$ cat src/rtl/edc_encoder.sv
// EDC encoder: computes 8 check bits over a 32-bit word, buffers
// {data, check} in a 2-entry FIFO and can XOR a one-shot error mask
// into the next accepted word for corrector testing.
module edc_encoder #(
  parameter bit INJ_EN = 1'b1
) (
  input  logic        i_clk,
  input  logic        i_reset_n,
  input  logic        i_valid,
  output logic        o_ready,
  input  logic [0:31] i_data,
  output logic        o_valid,
  input  logic        i_ready,
  output logic [0:31] o_data,
  output logic [0:7]  o_check,
  input  logic        i_inj_arm,
  input  logic [0:39] i_inj_mask,
  output logic        o_inj_pending,
  output logic [15:0] o_count
);

  // Coverage masks, leftmost literal bit = data bit 0. Each data bit
  // appears in exactly three masks, giving weight-3 columns.
  localparam logic [0:31] M_C0 = 32'h8888_FF00;
  localparam logic [0:31] M_C1 = 32'h4444_00FF;
  localparam logic [0:31] M_C2 = 32'h2222_F0F0;
  localparam logic [0:31] M_C3 = 32'h1111_0F0F;
  localparam logic [0:31] M_C4 = 32'hFF00_8888;
  localparam logic [0:31] M_C5 = 32'h00FF_4444;
  localparam logic [0:31] M_C6 = 32'hF0F0_2222;
  localparam logic [0:31] M_C7 = 32'h0F0F_1111;

  logic [0:7]  w_check;
  logic        w_inXfer;
  logic        w_outXfer;
  logic [1:0]  w_cntNext;
  logic [0:39] w_word;
  logic        w_injApply;
  logic [0:39] w_injMask;

  logic [0:39] r_mem [0:1];
  logic        r_wrPtr;
  logic        r_rdPtr;
  logic [1:0]  r_cnt;
  logic        r_ready;
  logic [15:0] r_count;

  assign w_check = {^(i_data & M_C0), ^(i_data & M_C1),
                    ^(i_data & M_C2), ^(i_data & M_C3),
                    ^(i_data & M_C4), ^(i_data & M_C5),
                    ^(i_data & M_C6), ^(i_data & M_C7)};

  assign w_inXfer  = i_valid && r_ready;
  assign w_outXfer = (r_cnt != 2'd0) && i_ready;
  assign w_cntNext = r_cnt + {1'b0, w_inXfer} - {1'b0, w_outXfer};
  assign w_word    = {i_data, w_check} ^ (w_injApply ? w_injMask : 40'd0);

  generate
    if (INJ_EN) begin : g_inj
      logic        r_injPending;
      logic [0:39] r_injMask;

      // Arm latches only when idle; a pending mask is consumed by the next accepted word.
      always_ff @(posedge i_clk or negedge i_reset_n) begin
        if (!i_reset_n) begin
          r_injPending <= 1'b0;
          r_injMask    <= '0;
        end else if (r_injPending) begin
          if (w_inXfer) r_injPending <= 1'b0;
        end else if (i_inj_arm) begin
          r_injPending <= 1'b1;
          r_injMask    <= i_inj_mask;
        end
      end

      assign w_injApply    = r_injPending && w_inXfer;
      assign w_injMask     = r_injMask;
      assign o_inj_pending = r_injPending;
    end else begin : g_noInj
      logic w_unused;
      assign w_unused      = ^{i_inj_arm, i_inj_mask};
      assign w_injApply    = 1'b0;
      assign w_injMask     = '0;
      assign o_inj_pending = 1'b0;
    end
  endgenerate

  // FIFO storage, pointers, occupancy and the registered ready flag.
  always_ff @(posedge i_clk or negedge i_reset_n) begin
    if (!i_reset_n) begin
      r_mem[0] <= '0;
      r_mem[1] <= '0;
      r_wrPtr  <= 1'b0;
      r_rdPtr  <= 1'b0;
      r_cnt    <= 2'd0;
      r_ready  <= 1'b0;
    end else begin
      if (w_inXfer) begin
        r_mem[r_wrPtr] <= w_word;
        r_wrPtr        <= ~r_wrPtr;
      end
      if (w_outXfer) r_rdPtr <= ~r_rdPtr;
      r_cnt   <= w_cntNext;
      r_ready <= (w_cntNext != 2'd2);
    end
  end

  // Emitted-word counter, wraps naturally at 16 bits.
  always_ff @(posedge i_clk or negedge i_reset_n) begin
    if (!i_reset_n) r_count <= 16'd0;
    else if (w_outXfer) r_count <= r_count + 16'd1;
  end

  assign o_ready = r_ready;
  assign o_valid = (r_cnt != 2'd0);
  assign o_data  = r_mem[r_rdPtr][0:31];
  assign o_check = r_mem[r_rdPtr][32:39];
  assign o_count = r_count;

endmodule
$ cat config.mk
export PLATFORM = sky130hd
export DESIGN_NAME = edc_encoder
export DESIGN_NICKNAME = d
export VERILOG_FILES = /design/src/rtl/edc_encoder.sv
export SDC_FILE = /design/constraint.sdc
export NUM_CORES = 1
export LEC_CHECK = 0
export BUFFER_PORTS_ARGS = -buffer_cell sky130_fd_sc_hd__buf_2
export CAP_MARGIN = 10
export CORE_UTILIZATION = 45
export CTS_CLUSTER_SIZE = 40
export DETAILED_ROUTE_END_ITERATION = 16
export HOLD_SLACK_MARGIN = 0.15
export MAX_ROUTING_LAYER = met4
export PLACE_DENSITY = 0.74
export SYNTH_ARGS = -nofsm -noshare
export SYNTH_HDL_FRONTEND = slang
export SYNTH_SLANG_ARGS = --single-unit
$ cat constraint.sdc
create_clock -name i_clk -period 1.9 [get_ports i_clk]
set_clock_uncertainty 0.1 [all_clocks]
set_input_delay 0.57 -clock i_clk [delete_from_list [all_inputs] [get_ports i_clk]]
set_output_delay 0.57 -clock i_clk [all_outputs]
set_load 0.1 [all_outputs]
### After elaboration in Yosys (flattened, before gate mapping)

Cells that the tools add are included.

| storage, ports and cells | value |
|---|---|
| register bits after elaboration | 142 |
| word-level logic and storage cells | 46 |

| operators by class | value |
|---|---|
| bitwise logic cells | 6 |
| order comparisons | 3 |
| reductions and logical operators | 14 |
| equality and inequality tests | 1 |
| muxes and demuxes | 10 |
| add/sub/neg operators | 3 |

Operators with widths:

| operator | number |
|---|---|
| XOR reduction 32 bit | 8 |
| 2-to-1 mux 40 bit | 5 |
| bitwise mux 80 bit | 1 |
| demux 40 bit (select 1 bit) | 1 |
| bitwise XOR 40 bit | 1 |
| adder 16 x 1 -> 16 bit, second input constant | 1 |
| greater-or-equal comparator 2 bit, second input constant | 2 |
| logical AND 1 bit | 4 |
| inverter 1 -> 2 bit | 2 |
| 2-to-1 mux 1 bit | 3 |
| inverter 1 bit | 3 |
| adder 2 x 1 -> 2 bit | 1 |
| less-than comparator 2 x 1 -> 1 bit, second input constant | 1 |
| inequality test 2 bit, second input constant | 1 |
| AND reduction 2 bit | 1 |
| nonzero test 2 bit | 1 |
| subtractor 2 x 1 -> 2 bit | 1 |

### Logic depth before layout (Yosys ltp)

Gate-level depths: netlist of the first run.

| depth | value |
|---|---|
| word-level depth | 6 |
| depth in mapped cells | 8 |
| gate-level depth less buffers | 8 |

### Least setup slack after synthesis of the first run

No wires, ideal clock.

| timing path | value |
|---|---|
| kind | register to register |
| start | register r_ready (netlist: o_ready) |
| end | register r_mem[69] in the netlist's numbering |
| setup slack | -0.355 ns |
| period minus slack after synthesis | 2.255 ns |
| arrival | 2.022 ns |
| buffers on the path | 4 |
| stages on the path, launching flop included | 9 |
| data required time | 1.667 ns |
| setup time | 0.133 ns |
| path through | dfrtp_1 buf_2 and2_1 clkbuf_1 nand2b_1 buf_2 clkbuf_1 nand2_1 o21ai_0 |

| on the way | value |
|---|---|
| word-level cells in the longest chain between the ends | 5 |

Ends and longest elaborated chain:

| what | RTL line | text |
|---|---|---|
| start, declared | 45 | `logic r_ready;` |
| start signal, assigned | 104 | `r_ready <= (w_cntNext != 2'd2);` |
| logical AND 1 bit * | 53 | `assign w_inXfer = i_valid && r_ready;` |
| named net w_inXfer | 34 | `logic w_inXfer;` |
| logical AND 1 bit | 76 | `assign w_injApply = r_injPending && w_inXfer;` |
| 2-to-1 mux 40 bit | 56 | `assign w_word = {i_data, w_check} ^ (w_injApply ? w_injMask : 40'd0);` |
| bitwise XOR 40 bit | 56 |  |
| bitwise mux 80 bit | 99 | `r_mem[r_wrPtr] <= w_word;` |
| end signal, assigned by index | 99 |  |
| end, declared | 41 | `logic [0:39] r_mem [0:1];` |

Mark *: on every way through the listed nets, which the timed path passes. The rest lies on a longest branch.
A chain may end at the register's enable or synchronous reset.

### Worst setup path in the final report of the first run

| timing path | value |
|---|---|
| start | register r_rdPtr |
| end | output o_data[27] in the netlist's numbering |

| on the way | value |
|---|---|
| word-level cells in the longest chain between the ends | 4 |

Ends and longest elaborated chain:

| what | RTL line | text |
|---|---|---|
| start, declared | 43 | `logic r_rdPtr;` |
| start signal, assigned | 102 | `if (w_outXfer) r_rdPtr <= ~r_rdPtr;` |
| inverter 1 -> 2 bit (not written as such) | 116 | `assign o_data = r_mem[r_rdPtr][0:31];` |
| 2-to-1 mux 40 bit (not written as such) | 116 |  |
| 2-to-1 mux 40 bit (2 in a row) | n/a |  |
| end, declared | 14 | `output logic [0:31] o_data,` |

No other way between the ends. The select of a mux whose other input is x is not followed.

==> metrics.cfg, run 1 <==
[outcome]
outcome=finished with violations
violations=negative setup slack

[logic_synthesis]
synth.area.top_cells=dfrtp_1 (51%), mux2_2 (13%), nand2_1 (6.6%)
synth_top_cells_by_count=dfrtp_1 (142), nand2_1 (122), mux2_2 (80)
ys_seq_elements=142
avgSynthCellArea_sq_um=11.4
synth_fp_nets=691
yosysWarnings=0
async_flop_share=1.00
ys_types=28
synth_top_cell_area_share=0.511
seq_area_frac_synth=0.511
synth_edf_count=0
synth_most_common_cell=dfrtp_1
netlist_instances=611
synth_top_cell_by_area=dfrtp_1
synth_area_sq_um=6950
synth_ff_type=dfrtp_1

[timing]
setup_viol=41
layout_min_cycle_time_ns=2.32
slew_violations=0
rsz0062_at_grt=true
layout_setup_ws_ns=-0.425
hold_viol=0
worst_pin_slew_ns=0.360
finalSetupTns_ns=-16.36
holdWs_ns=0.277
relSlewSlack=0.758
fmax_mhz=430
fin_crit_sh=1.22

[placed_design]
hpwl_um=11500
portBuffers=135
gp_congestion=0.802

[setup_path]
critPathBufInv=3
cp-start-kind=flip-flop
path_delay_family=buffers and inverters
crit_path_cell_trace=buf_12 -> clkbuf_16 -> mux2_4 -> buf_12
cpMostUsedCell=buf_12
path_max_fanout=7
required_ns=1.23
critPathKind=flip-flop to output port
cp_slowest_cell=dfrtp_2
cp-end-kind=output port
cpPeakStageDelay_ns=0.41
arrival_ns=1.65

[drt]
via_per_inst=5.06
vias=5020
drt-initial-drc-count=201
drc_errors=0
drtAntennaViolNets=0
wl_per_cell_um=16.9
first_pass_iters=4
wl_um=16800

[grt]
grt_pass1_wl_um=26100
groute.usage.overall=0.222
grt_pass1_vias=5027
overflow=0
grt_max_degree=47
antenna_found_initial=0

[clock_tree]
numCtsBuffers=17
clock_sinks=142
clk_pin_slew_ns=0.06
clk-insertion-delay-late_ns=0.42
clk_path_buf_depth=2
htree_levels=4
tritoncts=done
cts_root_buf=clkbuf_16

[layout]
layout-drive-gt1-share=0.412
syn_to_final_growth_pct=42.5
final_nets=871
n_antenna_cell=0

[die]
ioPinCount=136
rows=45
fp.dieH_um=126
die_area_sq_um=16000
start_util=0.459
coreArea_sq_um=15100
die_x_um=126

[hold_path]
min_path_type=input port to flip-flop

[flow_run]
drv_cap=0

[state kept, by name (all words and copies together), names as in the netlist]
register / cells
g_inj.r_injMask: 40
o_count: 16
o_inj_pending: 1
o_ready: 1
r_cnt: 2
r_mem: 80
r_rdPtr: 1
r_wrPtr: 1
[worst paths after layout]
check                      slack, ns      startpoint                  end  cells past startpoint
max                            -0.42         r_rdPtr           o_data[27]                      4
min                             0.28  i_inj_mask[28]  g_inj.r_injMask[28]                      2
max reg2reg                        0        r_cnt[0]              o_ready                      9
min reg2reg                     0.37     o_count[15]          o_count[15]                      1
max in group asynchronous       0.69       i_reset_n            r_mem[11]                      3
min in group asynchronous       0.50       i_reset_n            r_mem[69]                      2
[layout make-up]
class | count | area, sq um
Fill cell | 1102 | 5240
Clock inverter | 10 | 159
Timing Repair Buffer | 195 | 2020
Tap cell | 188 | 235
Clock buffer | 22 | 484
Sequential cell | 142 | 3580
Multi-Input combinational cell | 431 | 3420
Inverter | 4 | 15.0
[cell usage in the layout, fill, tap and decap left out, types with 20 or more instances in the layout]
master     count
dfrtp_1      128
buf_12        54
mux2_2        40
mux2_4        40
buf_2         75
xor2_1        41
clkbuf_16     20
buf_4         57
nand2_1      121
xnor2_1       50
o21ai_0       72
[worst register-to-register path, delay by kind of cell, from the launching register on]
| family | cells | cell delay, ns |
|---|---|---|
| buf+inv | 3 | 0.26 |
| compound gates | 1 | 0.14 |
| fa+ha+maj | 2 | 0.46 |
| xor+xnor | 2 | 0.37 |
| simple gates | 1 | 0.07 |
| flops | 1 | 0.39 |
[per-layer routing]
metal	share of wire	up-vias	GRT usage
met5	0	-	-
met4	0.023	0	0.0964
met3	0.036	32	0.0443
met2	0.49	124	0.346
met1	0.45	2460	0.283
li1	-	2404	-
[through the flow]
stage	cells	setup WS, ns	utilization	cell area [sq um]
global route	992	-0.450	0.654	9910
global placement	950	-0.0830	0.588	8910
finish	992	-0.425	0.654	9910
detailed placement	950	-0.128	0.588	8910
floorplan	611	-0.0558	-	7010
CTS	985	-0.424	0.638	9660
[repair_timing]
action                     4_1_cts  5_1_grt
hold buffers                     1        0
gates cloned                     0        4
hold endpoints to repair        24        0
setup endpoints to repair       56       44
setup buffers                    2        3
gates resized for setup         28       33
pin swaps                        1        4
[kinds of logic (layout without fill, tap and decap cells)]
group,count (synthesis),in the layout,synth area share
buffers and inverters,38,231,0.0234
XOR/XNOR,113,113,0.179
flip-flops,142,142,0.511
adder cells (fa/ha/maj),3,3,0.00540
AND/OR/NAND/NOR,153,153,0.0916
multiplexers,80,80,0.130
AO/OA/AOI/OAI,82,82,0.0599
Power of run 1 is not shown: default switching activity piles up to over one toggle a cycle in this logic, so the estimate is an artifact.
==> inputs of run 2 (changes only) <==
- PLACE_DENSITY: 0.74 -> 0.71
- clock period: 1.9 -> 2.6 ns (I/O delays scaled with it)
==> run 2 against run 1 <==
The flow now finishes without violations. Core utilization down 5.5 points. Clock-buffer cell count grew 2. Sequential share of layout area rose by 3.1 points. Critical path depth down 1. Die area is the same. Register-to-register slack better by 0.53 ns. Sequential cell count is the same. Setup slack better by 0.49 ns. Non-clock buffer count decreased by 48. Global-route usage about the same. Hold slack got worse by 0.13 ns.
==> metrics.cfg, run 2 (same netlist as run 1, synthesis figures left out) <==
[outcome]
outcome=completed

[clock_tree]
clk_path_buf_depth=2
cts_resized=0
cts_root_buf=clkbuf_16
htree_levels=4
clk-insertion-delay-late_ns=0.42
ctsHoldBuffers=0
post_cts_buffers=0
clk_pin_slew_ns=0.06
numCtsBuffers=17
clock_sinks=142
tritoncts=done

[drt]
wl_per_cell_um=17.1
drt-initial-drc-count=214
drc_errors=0
first_pass_iters=4
drtAntennaViolNets=0
vias=4976
wl_um=16100
via_per_inst=5.27

[layout]
layout-drive-gt1-share=0.350
final_nets=823
largest_reg_flops=80
syn_to_final_growth_pct=30.5
fillerInstances=1197
top_register=r_mem
most-common-layout-cells=dfrtp_1 (141), nand2_1 (121), buf_2 (94)
stdcell_area_sq_um=9070
final_common_cell=dfrtp_1

[timing]
fmax_mhz=394
hold_viol=0
layout_min_cycle_time_ns=2.54
worst_pin_slew_ns=0.572
fin_crit_sh=0.977
slew_violations=0
setup_viol=0
rsz0062_at_grt=false
finalSetupTns_ns=0
relSlewSlack=0.616

[placed_design]
placed_area_sq_um=8480
portBuffers=135
hpwl_um=11700
gp_congestion=0.825

[grt]
groute.usage.overall=0.223
overflow=0
grt_pass1_vias=5218
grt_pass1_wl_um=26300
antenna_found_initial=1
grt_max_degree=59

[die]
die_area_sq_um=16000
ioPinCount=136
fp.dieH_um=126
start_util=0.459
die_x_um=126
coreArea_sq_um=15100
rows=45

[setup_path]
path_max_fanout=41
arrival_ns=1.66
required_ns=1.72
cp-start-kind=flip-flop
critPathKind=flip-flop to output port
cp-end-kind=output port

[flow_run]
drv_cap=0

[hold_path]
min_path_type=input port to asynchronous set/reset pin

==> run 2: changes by cell type in the layout (fill, tap and decap cells not counted), sizes merged <==
| cell | delta |
|---|---|
| dlygate4sd3 | -1 |
| diode | +1 |
| clkbuf | -2 |
| clkinvlp | -2 |
| buf | -43 |
| bufinv | -1 |
==> run 2: final cells by class <==
class	instances	area, sq um	area share
sequential	142	3550	0.392
multi-input combinational	431	3250	0.358
timing repair buffer	147	1420	0.157
clock buffer	24	482	0.0531
tap	188	235	0.0259
clock inverter	7	110	0.0121
inverter	4	15.0	0.00166
antenna	1	2.50	0.000276
==> run 2: worst paths after layout <==
check                       startpoint           to  slack, ns  cells past startpoint
setup / recovery               r_rdPtr   o_check[0]       0.06                      3
hold / removal               i_reset_n   o_count[3]       0.15                      1
setup reg to reg              r_cnt[1]      o_ready       0.53                      8
hold reg to reg            o_count[15]  o_count[15]       0.37                      1
max in group asynchronous    i_reset_n     r_mem[4]       1.61                      2
min in group i_clk         o_count[15]  o_count[15]       0.37                      1
==> run 2: through the flow <==
stage / worst slack [ns] / cells / util / hold WS, ns
2_1_floorplan: 0.303 / 611 / - / 0.344
3_5_place_dp: 0.253 / 912 / 0.560 / 0.364
6_report: 0.0605 / 944 / 0.599 / 0.150
5_1_grt: 0.0107 / 944 / 0.599 / 0.164
4_1_cts: 0.0482 / 943 / 0.599 / 0.154
3_3_place_gp: 0.335 / 912 / 0.560 / 0.357
==> run 2: metal layers <==
| metal | track usage | vias to the layer above | wire (um) |
|---|---|---|---|
| met4 | 0.106 | 0 | 498 |
| met3 | 0.0430 | 39 | 681 |
| li1 | - | 2311 | - |
| met1 | 0.277 | 2469 | 7140 |
| met5 | - | - | 0 |
| met2 | 0.351 | 157 | 7810 |
==> run 2: critical path, stage by stage (launching register included) <==
cell	delay [ns]
dfrtp_2	0.37
buf_12	0.25
mux2_2	0.42
buf_12	0.18
Power of run 2 is left out for the same reason.
